--- config.mk ---
export PLATFORM = sky130hd
export DESIGN_NAME = load_store_unit
export DESIGN_NICKNAME = d
export VERILOG_FILES = /design/src/rtl/riscv_lsu_pkg.sv /design/src/rtl/lsu_align.sv /design/src/rtl/load_store_unit.sv
export SDC_FILE = /design/constraint.sdc
export NUM_CORES = 1
export LEC_CHECK = 0
export CAP_MARGIN = 15
export CELL_PAD_IN_SITES_DETAIL_PLACEMENT = 0
export CELL_PAD_IN_SITES_GLOBAL_PLACEMENT = 1
export CORE_MARGIN = 2
export CORE_UTILIZATION = 45
export CTS_CLUSTER_DIAMETER = 150
export DETAILED_ROUTE_END_ITERATION = 8
export DONT_BUFFER_PORTS = 1
export GPL_TIMING_DRIVEN = 0
export PLACE_DENSITY_LB_ADDON = 0.3
export SYNTH_ARGS = -nofsm -noshare
export SYNTH_HDL_FRONTEND = slang
export SYNTH_SLANG_ARGS = --single-unit
--- constraint.sdc ---
create_clock -name clk -period 6.73 [get_ports clk]
set_clock_uncertainty 0.05 [all_clocks]
set_input_delay 1.6825 -clock clk [delete_from_list [all_inputs] [get_ports clk]]
set_output_delay 1.6825 -clock clk [all_outputs]
set_load 0.02 [all_outputs]
--- src/rtl/riscv_lsu_pkg.sv ---
// Shared definitions for the memory-stage load/store unit: funct3 codes,
// FSM state encoding and byte-lane bit offsets within a data word.
package riscv_lsu_pkg;

   localparam logic [2:0] F3_B  = 3'd0;
   localparam logic [2:0] F3_H  = 3'd1;
   localparam logic [2:0] F3_W  = 3'd2;
   localparam logic [2:0] F3_BU = 3'd4;
   localparam logic [2:0] F3_HU = 3'd5;

   typedef enum logic [1:0] {
      S_IDLE  = 2'd0,
      S_LOAD  = 2'd1,
      S_ST_RD = 2'd2,
      S_ST_WR = 2'd3
   } lsu_state_t;

   localparam logic [4:0] BYTE0 = 5'd0;
   localparam logic [4:0] BYTE1 = 5'd8;
   localparam logic [4:0] BYTE2 = 5'd16;
   localparam logic [4:0] BYTE3 = 5'd24;

   function automatic logic [4:0] lane_shift(input logic [1:0] lane);
      case (lane)
         2'd0:    return BYTE0;
         2'd1:    return BYTE1;
         2'd2:    return BYTE2;
         default: return BYTE3;
      endcase
   endfunction

endpackage

--- src/rtl/lsu_align.sv ---
// Combinational lane logic: load byte/half extraction with sign/zero extension
// and sub-word store merge into a previously read memory word.
module lsu_align
   import riscv_lsu_pkg::*;
#(
   parameter int DATA_WIDTH = 32
) (
   input  logic [2:0]            funct3,
   input  logic [1:0]            lane,
   input  logic [DATA_WIDTH-1:0] rdata,
   input  logic [DATA_WIDTH-1:0] wdata,
   output logic [DATA_WIDTH-1:0] load_data,
   output logic [DATA_WIDTH-1:0] store_word
);

   logic [4:0]            sh;
   logic [DATA_WIDTH-1:0] shifted;
   logic [DATA_WIDTH-1:0] mask;

   always_comb begin
      sh        = lane_shift(lane);
      shifted   = rdata >> sh;
      load_data = rdata;
      case (funct3)
         F3_B:    load_data = {{(DATA_WIDTH-8){shifted[7]}}, shifted[7:0]};
         F3_H:    load_data = {{(DATA_WIDTH-16){shifted[15]}}, shifted[15:0]};
         F3_BU:   load_data = {{(DATA_WIDTH-8){1'b0}}, shifted[7:0]};
         F3_HU:   load_data = {{(DATA_WIDTH-16){1'b0}}, shifted[15:0]};
         default: load_data = rdata;
      endcase

      // Only the addressed lanes take store data; the rest keep the read word.
      case (funct3[1:0])
         2'd0:    mask = {{(DATA_WIDTH-8){1'b0}}, 8'hFF} << sh;
         2'd1:    mask = {{(DATA_WIDTH-16){1'b0}}, 16'hFFFF} << sh;
         default: mask = '1;
      endcase
      store_word = (rdata & ~mask) | ((wdata << sh) & mask);
   end

endmodule

--- src/rtl/load_store_unit.sv ---
// Memory-stage load/store unit: one request at a time, word-aligned memory
// accesses, sub-word loads with extension and read-modify-write sub-word stores.
module load_store_unit
   import riscv_lsu_pkg::*;
#(
   parameter int DATA_WIDTH    = 32,
   parameter int MEM_ADDR_BITS = 8
) (
   input  logic                  clk,
   input  logic                  rst,
   input  logic                  req_valid,
   output logic                  req_ready,
   input  logic                  req_write,
   input  logic [2:0]            req_funct3,
   input  logic [31:0]           req_addr,
   input  logic [DATA_WIDTH-1:0] req_wdata,
   output logic                  resp_valid,
   output logic [DATA_WIDTH-1:0] resp_rdata,
   output logic                  misaligned,
   output logic                  access_fault,
   output logic [31:0]           mem_addr,
   output logic                  mem_read,
   output logic                  mem_write,
   output logic [DATA_WIDTH-1:0] mem_wdata,
   input  logic [DATA_WIDTH-1:0] mem_rdata
);

   // valid/ready: a request transfers on a rising edge where req_valid and
   // req_ready are both high; req_ready is high only while the unit is idle.
   lsu_state_t            state;
   logic [1:0]            lane_q;
   logic [2:0]            funct3_q;
   logic [DATA_WIDTH-1:0] wdata_q;
   logic [DATA_WIDTH-1:0] load_data;
   logic [DATA_WIDTH-1:0] store_word;
   logic                  illegal;
   logic                  bad_align;
   logic                  out_of_range;

   assign req_ready = (state == S_IDLE);

   lsu_align #(.DATA_WIDTH(DATA_WIDTH)) u_align (
      .funct3     (funct3_q),
      .lane       (lane_q),
      .rdata      (mem_rdata),
      .wdata      (wdata_q),
      .load_data  (load_data),
      .store_word (store_word)
   );

   always_comb begin
      illegal      = req_write ? (req_funct3 > F3_W)
                               : !(req_funct3 inside {F3_B, F3_H, F3_W, F3_BU, F3_HU});
      bad_align    = illegal
                     || ((req_funct3[1:0] == 2'd1) && req_addr[0])
                     || ((req_funct3[1:0] == 2'd2) && (req_addr[1:0] != 2'd0));
      out_of_range = |req_addr[31:MEM_ADDR_BITS];
   end

   always_ff @(posedge clk or posedge rst) begin
      if (rst) begin
         state        <= S_IDLE;
         lane_q       <= '0;
         funct3_q     <= '0;
         wdata_q      <= '0;
         resp_valid   <= 1'b0;
         resp_rdata   <= '0;
         misaligned   <= 1'b0;
         access_fault <= 1'b0;
         mem_addr     <= '0;
         mem_read     <= 1'b0;
         mem_write    <= 1'b0;
         mem_wdata    <= '0;
      end else begin
         resp_valid   <= 1'b0;
         misaligned   <= 1'b0;
         access_fault <= 1'b0;
         case (state)
            S_IDLE: begin
               if (req_valid) begin
                  lane_q   <= req_addr[1:0];
                  funct3_q <= req_funct3;
                  wdata_q  <= req_wdata;
                  if (bad_align) begin
                     misaligned <= 1'b1;
                  end else if (out_of_range) begin
                     access_fault <= 1'b1;
                  end else begin
                     mem_addr <= {req_addr[31:2], 2'b00};
                     if (!req_write) begin
                        state    <= S_LOAD;
                        mem_read <= 1'b1;
                     end else if (req_funct3 == F3_W) begin
                        state     <= S_ST_WR;
                        mem_write <= 1'b1;
                        mem_wdata <= req_wdata;
                     end else begin
                        state    <= S_ST_RD;
                        mem_read <= 1'b1;
                     end
                  end
               end
            end
            S_LOAD: begin
               mem_read   <= 1'b0;
               resp_rdata <= load_data;
               resp_valid <= 1'b1;
               state      <= S_IDLE;
            end
            S_ST_RD: begin
               // mem_wdata doubles as the merge buffer for the write cycle.
               mem_read  <= 1'b0;
               mem_write <= 1'b1;
               mem_wdata <= store_word;
               state     <= S_ST_WR;
            end
            S_ST_WR: begin
               mem_write  <= 1'b0;
               resp_valid <= 1'b1;
               resp_rdata <= '0;
               state      <= S_IDLE;
            end
            default: state <= S_IDLE;
         endcase
      end
   end

endmodule

==> summary.md, run 1 <==
| Metric | Value |
|---|---|
| Critical Path AT | 3.41 ns |
| Clk sinks | 138 |
| Gr usage total | 0.242 |
| Synth warnings | 0 |
| Largest net degree at the start of global routing | 80 |
| Final hold vios | 0 |
| Max Clk Rate | 0.316 GHz |
| Die Wd | 131 um |
| Critical Path End | mem_wdata[5]$_DFFE_PP0P_ |
| Share of cells above drive strength 1 | 0.232 |
| RSZ-0062 raised after global routing | no |
| # rows | 46 |
| Kind of critical path | primary input to flip-flop |
| Worst Setup SP | req_addr[25] |
| Area leader, netlist | dfrtp_1 |
| Clk Latency, worst-skew pair | 0.42 ns |
| Pwr Total | 2050 uW |
| Synth cell count leaders | dfrtp_1 (138), mux2_2 (61), mux2i_1 (59), nor2_1 (59), a21oi_1 (56) |
| Most frequent cell after synthesis | dfrtp_1 |
| Ys async rst share | 1.00 |
| Core Area | 15800 um^2 |
| Maximum buffer depth of the clock tree | 2 |
| Final setup viols | 0 |
| Hold Buf Count CTS | 0 |
| Vias | 5029 |
| Setup crit start kind | primary input |
| First-pass DRT Iterations | 5 |
| Post-synth top area share | 0.479 |
| Largest cells by area after synthesis | dfrtp_1 (48%), mux2_2 (9.5%), mux2i_1 (8.2%) |
| R2r worst-path depth | 6 |
| Critical path peak fanout | 10 |
| DR WL/cell | 22.8 um |
| Final worst path period share | 0.470 |
| Routability cong. | 0.892 |
| Detailed-route DRC error count | 0 |
| Sequential share of power | 0.441 |
| Slowest stage cell on the critical path | nor4_4 |
| Number of gates resized after cts | 0 |
| Post-synthesis cell type count | 47 |
| Initial antenna violation count | 0 |
| Worst Hold Class | flip-flop to flip-flop |
| Post-Syn Instances | 642 |
| Die footprint | 17100 um^2 |
| Layout area overhead | 12.0% |
| Least-Margin Pin Slew | 0.783 ns |
| Final nets | 770 |
| Worst-path cell chain | nor4_2 > nand4_2 > nor4_4 > a21boi_2 > buf_6 > mux2_4 |
| Pleak | 0.00371 uW |
| Ports | 205 |
| Int Pwr | 1480 uW |
| R2r setup slk | 4.02 ns |
| Max-Slew Margin vs Limit | 0.475 |
| Number of global-route vias before repair | 5170 |
| # H-tree levels | 4 |
| CTS tree | done |
| Chip Height | 131 um |
| Final worst path period need | 3.16 ns |
| #FFs+latches synth | 138 |
| DP HPWL | 15800 um |
| WL final | 20300 um |
| Power Density | 254 nW/um^2 |
| Hold path startpoint | wdata_q[31]$_DFFE_PP0P_ |
| Req. time, crit path | 6.98 ns |
| Largest stage delay, worst path | 0.45 ns |
| Sw power | 572 uW |
| Number of synthesized flops with an enable pin | 0 |
| Synthesized area | 7210 um^2 |
| Mapped Avg Cell Area | 11.2 um^2 |
| Slew Viols, Final | 0 |
| CP Capture Type | flip-flop |
| CTS clock-pin slew for the worst setup and hold paths | 0.06 ns |
| DR vias/cell | 5.64 |
| Prevailing post-synth register cell | dfrtp_1 |
| # port buffers | 0 |
| Grt total ovfl | 0 |
| VDD IR-drop max | 0.179 mV |
| Antenna viol nets, final | 0 |
| Register area share after synthesis | 0.479 |
| Final instance area | 8080 um^2 |
| Status | complete, no violations |
| Clock Power Share | 0.429 |
| Root Driver | clkbuf_16 |
| CTS Buf Count | 17 |
| RR Endpoint | wdata_q[4]$_DFFE_PP0P_ |
| Sw Ratio | 0.279 |
| Area post-placement | 7520 um^2 |
| Post CTS Setup Buffer Count | 0 |
| First-pass GRT wire length | 30600 um |
| Max cap viols | 0 |
| Initial Utilization | 0.457 |
| Combinational power share | 0.130 |
| DRT iter0 DRCs | 364 |
| Antenna Cells | 0 |
| Post-route setup TNS | 0 ns |
| Reg2Reg Launch Point | state[0]$_DFFE_PP0P_ |
| Hold Slack | 0.456 ns |
==> layout by cell type (no fill, tap or decap), types with 8 or more instances in the layout <==
cell type | Yosys | layout
dfrtp_1 | 138 | 138
mux2_2 | 61 | 61
nor2_1 | 59 | 59
mux2i_1 | 59 | 59
a21oi_1 | 56 | 56
nor2b_1 | 33 | 33
mux2_4 | 30 | 30
clkbuf_1 | 23 | 23
nand2_1 | 22 | 22
nand2b_1 | 22 | 22
clkbuf_16 | 0 | 17
a22o_1 | 16 | 16
inv_1 | 13 | 12
o22ai_1 | 11 | 11
buf_2 | 11 | 11
nor3b_1 | 10 | 10
o21ai_0 | 10 | 10
o221ai_1 | 8 | 8
==> critical path, delay by kind of cell <==
kind	cells	cell delay (ns)
AOI/OAI and AO/OA	1	0.26
buffers and inverters	1	0.23
muxes	1	0.31
and+or+nand+nor	3	0.91
==> metal layers <==
layer | GRT usage | wire length [um] | vias up
met3 | 0.0708 | 1510 | 20
met5 | 0 | 0 | -
met4 | 0.0701 | 276 | 0
li1 | - | - | 2332
met2 | 0.375 | 9550 | 176
met1 | 0.333 | 8990 | 2501
==> power by group through the flow <==
stage / logic, uW / clock network (uW) / registers, uW
final: 266 / 880 / 904
after global routing: 289 / 930 / 907
after CTS: 266 / 893 / 904
after floorplan: 205 / 0 / 907
after global placement: 259 / 0 / 919
after detailed placement: 265 / 0 / 919
==> final cells by class <==
| cell class | instances | area, um^2 |
|---|---|---|
| Fill cell | 1449 | 7690 |
| Multi-Input combinational cell | 446 | 3490 |
| Sequential cell | 138 | 3450 |
| Clock buffer | 19 | 453 |
| Tap cell | 216 | 270 |
| Buffer | 46 | 224 |
| Clock inverter | 13 | 108 |
| Inverter | 13 | 53.8 |
| Timing Repair Buffer | 1 | 27.5 |
==> how the worst min path moves through the flow <==
stage,slack [ns],cells after the start,end
finish,0.46,1,wdata_q[31]$_DFFE_PP0P_
global route,0.48,1,wdata_q[30]$_DFFE_PP0P_
CTS,0.46,1,wdata_q[31]$_DFFE_PP0P_
detailed placement,0.44,1,wdata_q[30]$_DFFE_PP0P_
global placement,0.44,1,wdata_q[31]$_DFFE_PP0P_
floorplan,0.43,1,wdata_q[24]$_DFFE_PP0P_
==> flip-flops by register name (all words and copies together) (netlist names) <==
register	flops
mem_wdata	32
resp_rdata	32
wdata_q	32
mem_addr	30
funct3_q	3
lane_q	2
state	2
access_fault	1
mem_read	1
mem_write	1
misaligned	1
resp_valid	1
==> metrics by stage <==
stage / util / setup slack (ns) / instances
after floorplan: - / 1.30 / 643
after global placement: 0.475 / 0.0411 / 859
after detailed placement: 0.477 / 3.13 / 860
after CTS: 0.512 / 3.56 / 892
after global routing: 0.512 / 3.44 / 892
final: 0.512 / 3.57 / 892
==> cell families after synthesis <==
logic type	share of synthesized area
simple gates	0.130
mux	0.240
flops	0.479
compound gates	0.107
buf+inv	0.0378
fa+ha+maj	0.00694
other cells	0.000520
(Power assumes the default switching activity.)
==> inputs of run 2 (changes only) <==
==> constraint.sdc (replaced) <==
create_clock -name clk -period 2.65 [get_ports clk]
set_clock_uncertainty 0.05 [all_clocks]
set_input_delay 0.6625 -clock clk [delete_from_list [all_inputs] [get_ports clk]]
set_output_delay 0.6625 -clock clk [all_outputs]
set_load 0.02 [all_outputs]
==> run 2 against run 1 <==
Compared with the run above:
- die area unchanged
- highest routed layer is now met5
- via count up 2.6%
- sequential power rose to 2.5 times the previous value
- clock power rose to 2.6 times the previous value
- critical endpoint is now wdata_q[2]$_DFFE_PP0P_
- largest cell class unchanged
- global-route usage about the same
- cell area up 0.68%
- combinational power rose to 2.6 times the previous value
==> summary.md, run 2 (synthesized netlist as in run 1, its figures left out) <==
| Metric | Value |
|---|---|
| Status | complete, no violations |
| # port buffers | 0 |
| Critical Path AT | 2.75 ns |
| Hold Slack | 0.101 ns |
| Pleak | 0.00374 uW |
| Area post-placement | 7550 um^2 |
| Post CTS Setup Buffer Count | 0 |
| VDD IR-drop max | 0.440 mV |
| First-pass GRT wire length | 30600 um |
| # H-tree levels | 4 |
| CTS clock-pin slew for the worst setup and hold paths | 0.06 ns |
| Final setup viols | 0 |
| Worst slack at placement | -0.0964 ns |
| Max-Slew Margin vs Limit | 0.505 |
| DR WL/cell | 22.9 um |
| Gr usage total | 0.242 |
| CP Capture Type | flip-flop |
| Max Clk Rate | 0.401 GHz |
| First-pass DRT Iterations | 4 |
| Grt total ovfl | 0 |
| Max cap viols | 0 |
| Final worst path period share | 0.941 |
| Leading cell type in the layout, fill and taps excluded | dfrtp_1 |
| Kind of critical path | flip-flop to flip-flop |
| DR vias/cell | 5.77 |
| Final worst slack | 0.155 ns |
| # rows | 46 |
| Slew Viols, Final | 0 |
| Ports | 205 |
| Core Area | 15800 um^2 |
| Worst Hold Class | primary input to asynchronous set/reset pin |
| Final nets | 772 |
| Power Density | 651 nW/um^2 |
| DRT iter0 DRCs | 290 |
| Reg2Reg Launch Point | state[0]$_DFFE_PP0P_ |
| Req. time, crit path | 2.91 ns |
| Routability cong. | 0.907 |
| Layout area overhead | 12.8% |
| DP HPWL | 16100 um |
| Largest net degree at the start of global routing | 46 |
| Least-Margin Pin Slew | 0.738 ns |
| Detailed-route DRC error count | 0 |
| Antenna Cells | 0 |
| Vias | 5160 |
| Initial Utilization | 0.457 |
| Number of gates resized after cts | 1 |
| Share of cells above drive strength 1 | 0.236 |
| Number of global-route vias before repair | 5260 |
| Largest registers | mem_wdata (32), resp_rdata (32), wdata_q (32) |
| Final worst path period need | 2.49 ns |
| RR Endpoint | wdata_q[2]$_DFFE_PP0P_ |
| Die footprint | 17100 um^2 |
| RSZ-0062 raised after global routing | no |
| Hold Buf Count CTS | 0 |
| Clk Latency, worst-skew pair | 0.43 ns |
| Final hold vios | 0 |
| CTS tree | done |
| Die Wd | 131 um |
| Chip Height | 131 um |
| Maximum buffer depth of the clock tree | 2 |
| CTS Buf Count | 17 |
| Initial antenna violation count | 1 |
| WL final | 20400 um |
| Most frequent cells in the layout | dfrtp_1 (138), mux2_2 (61), nor2_1 (59), mux2i_1 (59), a21oi_1 (56) |
| Antenna viol nets, final | 0 |
| Final instance area | 8140 um^2 |
| Root Driver | clkbuf_16 |
| Critical path peak fanout | 10 |
| Setup crit start kind | flip-flop |
| R2r worst-path depth | 6 |
| R2r setup slk | 0.16 ns |
| Clk sinks | 138 |
[run 2: changes by cell type in the layout (fill, tap and decap cells not counted), sizes merged]
cell,delta
buf,+2
bufinv,+1
clkinv,-1
[run 2: per-layer routing]
metal  global-route usage  routed length (um)  vias to the layer above
met5                    0                  13                        -
met4               0.0864                 507                        2
met3               0.0741                1590                       33
met2                0.379                9430                      198
met1                0.321                8890                     2598
li1                     -                   -                     2329
[run 2: cell type report]
type                            count  area (um^2)
Clock inverter                     13          130
Multi-Input combinational cell    446         3490
Inverter                           13         52.6
Fill cell                        1450         7630
Sequential cell                   138         3450
Buffer                             46          225
Clock buffer                       19          453
Tap cell                          216          270
Timing Repair Buffer                3         60.1
[run 2: worst max path at each step]
stage | from | end | slack (ns) | cells past startpoint
after floorplan | rst | access_fault$_DFF_PP0_ | 0.22 | 1
after global placement | rst | mem_wdata[13]$_DFFE_PP0P_ | -0.41 | 1
after detailed placement | state[0]$_DFFE_PP0P_ | wdata_q[3]$_DFFE_PP0P_ | -0.1 | 6
after CTS | state[0]$_DFFE_PP0P_ | wdata_q[3]$_DFFE_PP0P_ | 0.10 | 6
after global routing | state[0]$_DFFE_PP0P_ | wdata_q[2]$_DFFE_PP0P_ | 0.02 | 6
final | state[0]$_DFFE_PP0P_ | wdata_q[2]$_DFFE_PP0P_ | 0.16 | 6
[run 2: critical path: stages, from the launching register on]
cell and delay (ns):
dfrtp_1 0.39, inv_1 0.08, ha_1 0.36, nand2_1 0.26, buf_1 0.48, buf_2 0.38
mux2_2 0.37
[run 2: stage by stage]
step           utilization  instances  TNS [ns]  total power [uW]
6_report             0.516        894         0              5300
3_5_place_dp         0.479        862    -0.733              3010
2_1_floorplan            -        643         0              2820
4_1_cts              0.516        894         0              5340
3_3_place_gp         0.475        859    -55.87              2990
5_1_grt              0.516        894         0              5500
[run 2: report_power, final]
| part | leakage (uW) | switching [uW] | total (uW) | internal (uW) |
|---|---|---|---|---|
| Clock | 0.000286 | 955 | 2320 | 1360 |
| Sequential | 0.00177 | 107 | 2300 | 2190 |
| Combinational | 0.00169 | 380 | 682 | 302 |
| Total | 0.00374 | 1440 | 5300 | 3850 |
